===== src/rtl/montgomery_reduce_scheduler.sv =====
// Round-robin job scheduler for a single shared montgomery_reduce: streams the
// owner's T blocks in, walks the k/N constant addresses, routes results back.
module montgomery_reduce_scheduler #(
  parameter int REGISTER_SIZE  = 32,
  parameter int NUM_BLOCKS     = 256,
  parameter int R              = 4096,
  parameter int TIMEOUT_CYCLES = 2**20,
  localparam int CONST_BLOCKS  = R / REGISTER_SIZE,
  localparam int AW            = $clog2(CONST_BLOCKS)
) (
  input  logic                     clk_in,
  input  logic                     rst_in,
  input  logic [1:0]               req_in,
  input  logic [REGISTER_SIZE-1:0] t_block0_in,
  input  logic [REGISTER_SIZE-1:0] t_block1_in,
  input  logic [1:0]               t_valid_in,
  output logic [1:0]               grant_out,
  output logic [1:0]               t_ready_out,
  output logic                     mr_valid_out,
  output logic [REGISTER_SIZE-1:0] mr_T_block_out,
  input  logic                     mr_consumed_k_in,
  input  logic                     mr_consumed_N_in,
  output logic [AW-1:0]            k_addr_out,
  output logic [AW-1:0]            n_addr_out,
  input  logic                     mr_valid_in,
  input  logic [REGISTER_SIZE-1:0] mr_data_block_in,
  input  logic                     mr_final_in,
  output logic [1:0]               res_valid_out,
  output logic [REGISTER_SIZE-1:0] res_block_out,
  output logic                     res_final_out,
  output logic                     busy_out,
  output logic                     err_out
);

  localparam int CW = $clog2(NUM_BLOCKS + 1);
  localparam int TW = $clog2(TIMEOUT_CYCLES + 1);

  typedef enum logic [1:0] {IDLE, LOAD, DRAIN, DONE} state_t;

  state_t        state;
  logic          last_grant;
  logic [CW-1:0] blk_cnt;
  logic [CW-1:0] res_cnt;
  logic [TW-1:0] tmo_cnt;

  logic          pick;
  logic          gsel;
  logic          accept;
  logic [CW-1:0] res_cnt_nxt;

  // Contention goes to whoever did not own the reducer last.
  assign pick        = (req_in == 2'b11) ? ~last_grant : req_in[1];
  assign gsel        = grant_out[1];
  assign accept      = (state == LOAD) && t_valid_in[gsel];
  assign res_cnt_nxt = res_cnt + CW'(mr_valid_in);

  assign t_ready_out = (state == LOAD) ? grant_out : 2'b00;
  assign busy_out    = (state != IDLE);

  function automatic logic [AW-1:0] addr_next(input logic [AW-1:0] a);
    return (a == AW'(CONST_BLOCKS - 1)) ? '0 : a + 1'b1;
  endfunction

  always_ff @(posedge clk_in or posedge rst_in) begin
    if (rst_in) begin
      state          <= IDLE;
      grant_out      <= '0;
      last_grant     <= 1'b1;
      blk_cnt        <= '0;
      res_cnt        <= '0;
      tmo_cnt        <= '0;
      k_addr_out     <= '0;
      n_addr_out     <= '0;
      mr_valid_out   <= 1'b0;
      mr_T_block_out <= '0;
      res_valid_out  <= '0;
      res_block_out  <= '0;
      res_final_out  <= 1'b0;
      err_out        <= 1'b0;
    end else begin
      mr_valid_out  <= 1'b0;
      res_valid_out <= '0;
      res_final_out <= 1'b0;

      // The wrap restarts the N walk at block 0 for every reducer phase.
      if (state != IDLE) begin
        if (mr_consumed_k_in) k_addr_out <= addr_next(k_addr_out);
        if (mr_consumed_N_in) n_addr_out <= addr_next(n_addr_out);
      end

      if (mr_valid_in && state != DRAIN) err_out <= 1'b1;

      case (state)
        IDLE: begin
          if (|req_in) begin
            grant_out  <= pick ? 2'b10 : 2'b01;
            last_grant <= pick;
            blk_cnt    <= '0;
            k_addr_out <= '0;
            n_addr_out <= '0;
            state      <= LOAD;
          end
        end
        LOAD: begin
          if (accept) begin
            mr_T_block_out <= gsel ? t_block1_in : t_block0_in;
            mr_valid_out   <= 1'b1;
            blk_cnt        <= blk_cnt + 1'b1;
            if (blk_cnt == CW'(NUM_BLOCKS - 1)) begin
              state   <= DRAIN;
              tmo_cnt <= '0;
              res_cnt <= '0;
            end
          end
        end
        DRAIN: begin
          tmo_cnt <= tmo_cnt + 1'b1;
          if (mr_valid_in) begin
            res_valid_out <= grant_out;
            res_block_out <= mr_data_block_in;
            res_cnt       <= res_cnt_nxt;
          end
          if (mr_final_in) begin
            res_final_out <= 1'b1;
            state         <= DONE;
            if (res_cnt_nxt != CW'(NUM_BLOCKS / 2)) err_out <= 1'b1;
          end else if (tmo_cnt == TW'(TIMEOUT_CYCLES - 1)) begin
            // Reducer never finished: release the owner without a final.
            err_out <= 1'b1;
            state   <= DONE;
          end
        end
        DONE: begin
          grant_out <= '0;
          state     <= IDLE;
        end
        default: state <= IDLE;
      endcase
    end
  end

endmodule

===== config.mk =====
export PLATFORM = sky130hd
export DESIGN_NAME = montgomery_reduce_scheduler
export DESIGN_NICKNAME = d
export VERILOG_FILES = /design/src/rtl/montgomery_reduce_scheduler.sv
export SDC_FILE = /design/constraint.sdc
export NUM_CORES = 1
export LEC_CHECK = 0
export CORE_MARGIN = 4
export CORE_UTILIZATION = 35
export CTS_CLUSTER_DIAMETER = 30
export DETAILED_ROUTE_END_ITERATION = 8
export SYNTH_ARGS = -nofsm -noshare
export SYNTH_HDL_FRONTEND = slang
export SYNTH_SLANG_ARGS = --single-unit

===== constraint.sdc =====
create_clock -name clk_in -period 5.81 [get_ports clk_in]
set_input_delay 1.743 -clock clk_in [delete_from_list [all_inputs] [get_ports clk_in]]
set_output_delay 1.743 -clock clk_in [all_outputs]
set_load 0.1 [all_outputs]

Word-level counts from Yosys, hierarchy flattened
Cells that the tools add are included.
{"block": "classes", "mux": 45, "addsub": 5, "order_cmp": 1, "n_reduce_logical": 16, "n_eq_ne": 15, "n_bitwise": 1}
{"operator": "$mux W7", "n": 10}
{"operator": "$mux W9", "n": 5}
{"operator": "$mux W21", "n": 2}
{"operator": "$pmux W21 S2", "n": 1}
{"operator": "$pmux W9 S2", "n": 2}
{"operator": "$mux W32", "n": 1}
{"operator": "$add A21 B1 Y21 const B", "n": 1}
{"operator": "$eq A21 B20 Y1 const B", "n": 1}
{"operator": "$mux W2", "n": 10}
{"operator": "$add A7 B1 Y7 const B", "n": 2}
{"operator": "$eq A7 B7 Y1 const B", "n": 2}
{"operator": "$mux W1", "n": 12}
{"operator": "$add A9 B1 Y9", "n": 1}
{"operator": "$add A9 B1 Y9 const B", "n": 1}
{"operator": "$eq A9 B8 Y1 const B", "n": 1}
{"operator": "$ne A9 B8 Y1 const B", "n": 1}
{"operator": "$ne A2 B2 Y1 const B", "n": 4}
{"operator": "$pmux W2 S4", "n": 1}
{"operator": "$reduce_and A2 Y1", "n": 4}
{"operator": "$reduce_and A4 Y1", "n": 2}
{"operator": "$reduce_bool A2 Y1", "n": 4}
{"operator": "$eq A2 B2 Y1 const B", "n": 3}
{"operator": "$reduce_and A3 Y1", "n": 2}
{"operator": "$pmux W2 S2", "n": 1}
{"operator": "other kinds (8)", "n": 9}
{"block": "word_totals", "output_inout_bits": 88, "ff_bits": 127, "elab_cells": 97, "inputBits": 106}

Logic depth before layout (Yosys ltp)
Gate-level depths: netlist of the first run.
{"block": "logic_depth", "word_depth": 6, "ltp_mapped": 9}

Worst setup path before layout of the first run
Ideal clock, no wire load.
{"block": "synth_timing", "path_kind": "register -> output", "startpoint": "register grant_out[1]", "endpoint": "output t_ready_out[1]", "n_path_buf": 2, "arrival_ps": 2419, "path_stages_with_launch": 4, "t_required_ps": 4067, "setup_slack_ps": 1648, "path_cell_list": "dfrtp_1 -> buf_4 -> buf_1 -> and2_1"}
{"block": "synth_via", "elab_chain_len": 1}
{"item": "start, declared", "line_no": "17", "source": "output logic [1:0] grant_out,"}
{"item": "start signal, assigned", "line_no": "96", "source": "grant_out <= pick ? 2'b10 : 2'b01;"}
{"item": "$mux W2", "line_no": "57", "source": "assign t_ready_out = (state == LOAD) ? grant_out : 2'b00;"}
{"item": "end, declared", "line_no": "18", "source": "output logic [1:0] t_ready_out,"}
No other way between the ends.

Worst setup path after layout of the first run
{"block": "layout_timing", "startpoint": "register state[1]", "endpoint": "output t_ready_out[1]"}
{"block": "layout_via", "elab_chain_len": 2}
{"item": "start, declared", "line_no": "40", "source": "state_t state;"}
{"item": "start signal, assigned", "line_no": "66", "source": "state <= IDLE;"}
{"item": "start signal, assigned", "line_no": "101", "source": "state <= LOAD;"}
{"item": "start signal, assigned", "line_no": "110", "source": "state <= DRAIN;"}
{"item": "$eq A2 B1 Y1", "line_no": "57"}
{"item": "$mux W2", "line_no": "57"}
No other way between the ends.

==> flow_metrics.py, run 1 <==
metrics = {
    "timing": {
        "setup_viol": 0,
        "tightestPinTransition_ns": 1.042,
        "setup_total_negative_slack_ns": 0,
        "layout_min_cycle_time_ns": 4.475,
        "rsz_0062_raised_after_global_routing": "false",
        "final_max_slew_viols": 0,
        "timing.slew.headroom": 0.3033,
        "fin_worst_skew_ns": 0.008810,
        "fmaxAchievable_mhz": 223.5,
        "final_min_period_over_clock_period": 0.7702,
        "timing.final.hold_violations": 0,
    },
    "min_path": {
        "min-delay-path-class": "reg2reg",
    },
    "synth": {
        "synthFlopType": "dfrtp_1",
        "synth_seq_area_share": 0.5159,
        "synth_compound_area_frac": 0.1131,
        "synth_top_area_share": 0.5117,
        "synth.avg_cell_area_um2": 10.43,
        "async_flop_share": 1.000,
        "synthDominantAreaCellType": "dfrtp_1",
        "synth_simple_gate_area_share": 0.1547,
        "largest_family_of_logic_cells_by_synthesized_area": "simple AND/OR/NAND/NOR gates",
        "synth-edff-count": 0,
        "mappedNetlistNets": 708,
        "ys.warnings.count": 0,
        "synth_fa_ha_area_frac": 0.02234,
        "synthesis.area_mm2": 0.006162,
        "netlist-cell-type-count": 54,
        "post_synth_mux_area_share": 0.1228,
        "synthXorXnorAreaFrac": 0.03838,
        "synth_cells": 591,
        "synth.area.top_cells": "dfrtp_1 51%, mux2i_1 6.0%, mux2_2 5.8%, o21ai_0 5.7%, nand2_1 4.8%",
        "yosys_register_bits": 127,
    },
    "placed_design": {
        "io_buffers": 193,
        "dp_hpwl_mm": 12.20,
        "globalplace.congestion": 0.8432,
    },
    "setup_path": {
        "setup.reg_to_reg.worst_slack_ns": 3.11,
        "crit_type": "reg2out",
        "timing.critical_path.arrival_ns": 2.73,
        "worst-path-max-fanout": 10,
        "timing.critical_path.required_ns": 4.07,
        "startpoint_type": "flop",
        "setup.worst_path.end_class": "output port",
    },
    "global_routing": {
        "grt_start_max_net_pins": 71,
        "antenna_found_initial": 0,
        "vias_in_the_first_global_route": 5139,
        "grt_pass1_wl_mm": 26.65,
        "grt-ovfl-total": 0,
        "track_usage": 0.1680,
    },
    "layout": {
        "drive_gt1_frac": 0.1141,
        "nFillCells": 1522,
        "final_nets": 893,
        "antennaDiodeCount": 0,
        "area_growth_syn_to_layout_pct": 44.77,
    },
    "die": {
        "io_pins": 194,
        "initial_core_util": 0.3563,
        "die_height_um": 140.7,
        "design.die.area_mm2": 0.01979,
        "rows": 48,
        "die_x_um": 140.7,
        "coreArea_mm2": 0.01730,
    },
    "detailed_routing": {
        "via_cell_ratio": 4.963,
        "detail_route.iter0.violations": 215,
        "postRouteAntennaNets": 0,
        "vias": 5032,
        "first_pass_iters": 4,
        "detail_route.drc_violations": 0,
        "wirelength_mm": 16.51,
        "wire_per_inst_um": 16.29,
    },
    "clock_network": {
        "postCtsSetupBuffers": 0,
        "clock-sinks": 127,
        "clock_path_buffers": 2,
        "cts-htree-levels": 4,
        "cts_made_buffers": 17,
        "root_buffer": "clkbuf_16",
        "cts_hold_buffers": 0,
        "worst_skew_pair.late_latency_ns": 0.42,
        "cts_resized": 0,
        "worst_setup_hold_path_clk_slew_ns": 0.06,
        "cts_tree": "yes",
    },
    "run_status": {
        "status": "finished, final reports clean",
    },
    "run": {
        "timing.max_cap.violations": 0,
    },
}
==> cell families after synthesis <==
| group | after synthesis |
|---|---|
| AND/OR/NAND/NOR | 191 |
| buffers and inverters | 46 |
| XOR/XNOR | 27 |
| adder cells (fa/ha/maj) | 11 |
| flip-flops | 127 |
| AO/OA/AOI/OAI | 118 |
| multiplexers | 71 |
==> critical path, stage by stage, from the launching register on <==
cell and delay, ns:
dfrtp_1 0.41, inv_1 0.10, ha_1 0.38, and2_1 0.25, clkdlybuf4s50_1 1.17
==> layout make-up <==
type	count	area [um^2]	area share
flip-flops and latches	127	3181	0.3565
multi-input cells	418	2789	0.3126
repair buffers	198	1982	0.2222
clock buffers	17	425.4	0.04769
well taps	225	281.5	0.03156
clock inverters	15	207.7	0.02328
inverters	14	55.05	0.006171
==> per-stage QoR <==
step	util	setup slack [ns]	area, um^2	hold WS (ns)	instances
final	0.5158	1.335	8921	0.4746	1014
after global routing	0.5158	1.177	8921	0.5024	1014
after CTS	0.5158	1.318	8921	0.4822	1014
after detailed placement	0.4792	1.763	8288	0.4692	982
after global placement	0.4792	1.813	8288	0.4622	982
after floorplan	-	0.6844	6162	0.4461	591
==> path summary, 6_finish.rpt <==
| check | startpoint | endpoint | depth (start not counted) |
|---|---|---|---|
| setup / recovery | state[1] | t_ready_out[1] | 4 |
| hold / removal | mr_T_block_out[8] | mr_T_block_out[8] | 2 |
| setup reg to reg | state[0] | res_cnt[8] | 8 |
| hold reg to reg | mr_T_block_out[8] | mr_T_block_out[8] | 2 |
| max in group asynchronous | rst_in | last_grant | 3 |
| min in group asynchronous | rst_in | res_block_out[11] | 2 |
==> synthesized netlist by cell type (all sizes together) (2+ instances only) <==
master,count
inv,14
clkbuf,17
xor2,6
and2,4
dfrtp,126
a31oi,7
or3,2
nor3,13
a31o,2
nor2,34
o22ai,2
and4,3
and3,6
buf,15
nor2b,5
nand2,79
nand2b,2
o31ai,9
o21ai,70
nor4,6
a21o,2
a22o,7
xnor2,21
or4,2
nand3,18
mux2,34
mux2i,37
a211oi,3
a21oi,11
nand4,13
ha,11
==> routing by layer <==
layer	global-route usage	wire length, um	vias to the layer above
met5	0	0	-
met1	0.2031	6816	2421
met2	0.2908	8390	138
met4	0.04691	145	0
li1	-	-	2463
met3	0.05122	1161	10
==> registers in the layout, indices dropped and copies added, names as in the netlist <==
| signal | count |
|---|---|
| mr_T_block_out | 32 |
| grant_out | 2 |
| res_valid_out | 2 |
| mr_valid_out | 1 |
| k_addr_out | 7 |
| err_out | 1 |
| state | 2 |
| res_final_out | 1 |
| last_grant | 1 |
| res_cnt | 9 |
| tmo_cnt | 21 |
| res_block_out | 32 |
| blk_cnt | 9 |
| n_addr_out | 7 |
==> layout by cell type (no fill, tap or decap), drive strengths merged, types with 3 or more instances in the layout <==
master	count
a22o	7
nand2	79
nor4	6
a21oi	11
clkinv	3
buf	5
o31ai	9
clkinvlp	4
xnor2	21
clkdlybuf4s50	193
inv	18
ha	11
and2	4
and3	6
clkbuf	17
and4	3
nor2	34
nand4	13
mux2	34
nand3	18
nor3	13
mux2i	37
o21ai	70
dfrtp	126
a211oi	3
nor2b	5
xor2	6
bufinv	4
a31oi	7
Power of run 1 is not shown: default switching activity piles up to over one toggle a cycle in this logic, so the estimate is an artifact.
==> run 2: changes to the inputs <==
Clock period 5.81 ns to 4.7 ns, I/O delays scaled along.
==> run 2 against run 1 <==
  * Non-clock buffer count up 3
  * Global-route usage rose by 0.36 points
  * Cell count rose by 0.30%
  * Largest cell class unchanged
==> flow_metrics.py, run 2 (synthesized netlist as in run 1, its figures left out) <==
metrics = {
    "die": {
        "die_height_um": 140.7,
        "initial_core_util": 0.3563,
        "coreArea_mm2": 0.01730,
        "rows": 48,
        "io_pins": 194,
        "design.die.area_mm2": 0.01979,
        "die_x_um": 140.7,
    },
    "global_routing": {
        "grt_pass1_wl_mm": 27.29,
        "track_usage": 0.1716,
        "vias_in_the_first_global_route": 5309,
        "grt-ovfl-total": 0,
        "antenna_found_initial": 0,
        "grt_start_max_net_pins": 66,
    },
    "detailed_routing": {
        "detail_route.iter0.violations": 253,
        "vias": 5100,
        "detail_route.drc_violations": 0,
        "postRouteAntennaNets": 0,
        "first_pass_iters": 5,
        "wirelength_mm": 16.65,
        "via_cell_ratio": 5.015,
        "wire_per_inst_um": 16.38,
    },
    "layout": {
        "final_cell_mix": "190 x clkdlybuf4s50_1, 125 x dfrtp_1, 79 x nand2_1",
        "final_nets": 896,
        "nFillCells": 1505,
        "drive_gt1_frac": 0.1199,
        "biggestRegsByFlops": "mr_T_block_out (32), res_block_out (32), tmo_cnt (21)",
        "sequential_cell_area_mm2": 0.003181,
        "antennaDiodeCount": 0,
        "most_frequent_standard_cell_in_the_layout_excluding_fill_and_tap_cells": "clkdlybuf4s50_1",
        "multiInputGateArea_mm2": 0.002786,
        "area_growth_syn_to_layout_pct": 45.24,
    },
    "timing": {
        "setup_total_negative_slack_ns": 0,
        "fin_worst_skew_ns": 0.007770,
        "tightestPinTransition_ns": 1.039,
        "setup_viol": 0,
        "layout_min_cycle_time_ns": 3.506,
        "final_max_slew_viols": 0,
        "timing.final.hold_violations": 0,
        "final_min_period_over_clock_period": 0.7459,
        "fmaxAchievable_mhz": 285.3,
        "rsz_0062_raised_after_global_routing": "false",
        "timing.slew.headroom": 0.3050,
    },
    "clock_network": {
        "cts_tree": "yes",
        "postCtsSetupBuffers": 0,
        "cts_made_buffers": 17,
        "root_buffer": "clkbuf_16",
        "cts_hold_buffers": 0,
        "clock_path_buffers": 2,
        "worst_setup_hold_path_clk_slew_ns": 0.06,
        "cts_resized": 0,
        "clock-sinks": 127,
        "worst_skew_pair.late_latency_ns": 0.42,
        "cts-htree-levels": 4,
    },
    "setup_path": {
        "worst_r2r_startpoint": "grant_out[1]",
        "crit_buf_inv": 1,
        "timing.critical_path.required_ns": 3.29,
        "critical_path.cell_chain": "clkdlybuf4s50_1",
        "slowest_stage": "clkdlybuf4s50_1",
        "worst-path-max-fanout": 5,
        "timing.critical_path.slowest_cell_delay_ns": 1.20,
        "setup.worst_path.end_class": "output port",
        "r2r_cells": 7,
        "critical_path.top_delay_family": "buffers and inverters",
        "crit_type": "reg2out",
        "timing.rr.end": "res_cnt[2]",
        "timing.critical_path.arrival_ns": 2.10,
        "setup.reg_to_reg.worst_slack_ns": 1.99,
        "startpoint_type": "flop",
    },
    "run_status": {
        "status": "finished, final reports clean",
    },
    "min_path": {
        "hold_start": "mr_T_block_out[19]",
        "whs_endpoint": "mr_T_block_out[19]",
        "hold_depth": 2,
        "min-delay-path-class": "reg2reg",
    },
    "placed_design": {
        "dp_hpwl_mm": 12.08,
        "io_buffers": 193,
        "globalplace.congestion": 0.8285,
    },
    "run": {
        "timing.max_cap.violations": 0,
    },
}
[run 2: cell types whose count changed in the layout (fill, tap and decap cells not counted)]
cell	before	now
inv_4	1	0
inv_6	4	2
clkdlybuf4s50_1	193	190
clkinvlp_4	4	5
nand2_1	78	79
nand2_2	1	0
buf_4	4	10
clkbuf_8	0	3
clkinv_4	2	1
[run 2: area by class of cell]
class	count	share of cell area
clock buffers	20	0.05215
flip-flops and latches	127	0.3554
well taps	225	0.03146
clock inverters	12	0.02027
inverters	14	0.006291
multi-input cells	418	0.3113
repair buffers	201	0.2231
[run 2: metal layers]
| layer | share of wire | wire, um | global-route usage | up-vias |
|---|---|---|---|---|
| met5 | 0 | 0 | 0 | - |
| met4 | 0.024 | 394 | 0.05966 | 0 |
| met3 | 0.070 | 1159 | 0.05902 | 35 |
| met2 | 0.50 | 8274 | 0.2863 | 173 |
| met1 | 0.41 | 6825 | 0.2073 | 2424 |
| li1 | - | - | - | 2468 |
[run 2: through the flow]
stage / hold slack (ns) / area, um^2 / cells / utilization / setup WS [ns]
after floorplan: 0.4461 / 6166 / 591 / - / 0.8714
after global placement: 0.4608 / 8302 / 985 / 0.4800 / 1.031
after detailed placement: 0.4707 / 8302 / 985 / 0.4800 / 0.9977
after CTS: 0.4834 / 8950 / 1017 / 0.5174 / 1.162
after global routing: 0.5138 / 8950 / 1017 / 0.5174 / 1.112
final: 0.4777 / 8950 / 1017 / 0.5174 / 1.194
[run 2: worst max path at each step]
stage	from	endpoint	slack, ns	depth (start not counted)
3_5_place_dp	mr_valid_in	res_cnt[8]	1.0	8
6_report	grant_out[0]	grant_out[0]	1.19	1
3_3_place_gp	mr_valid_in	res_cnt[8]	1.03	8
4_1_cts	grant_out[0]	grant_out[0]	1.16	1
2_1_floorplan	grant_out[1]	t_ready_out[1]	0.87	3
5_1_grt	grant_out[0]	grant_out[0]	1.11	1
Power of run 2 is left out for the same reason.
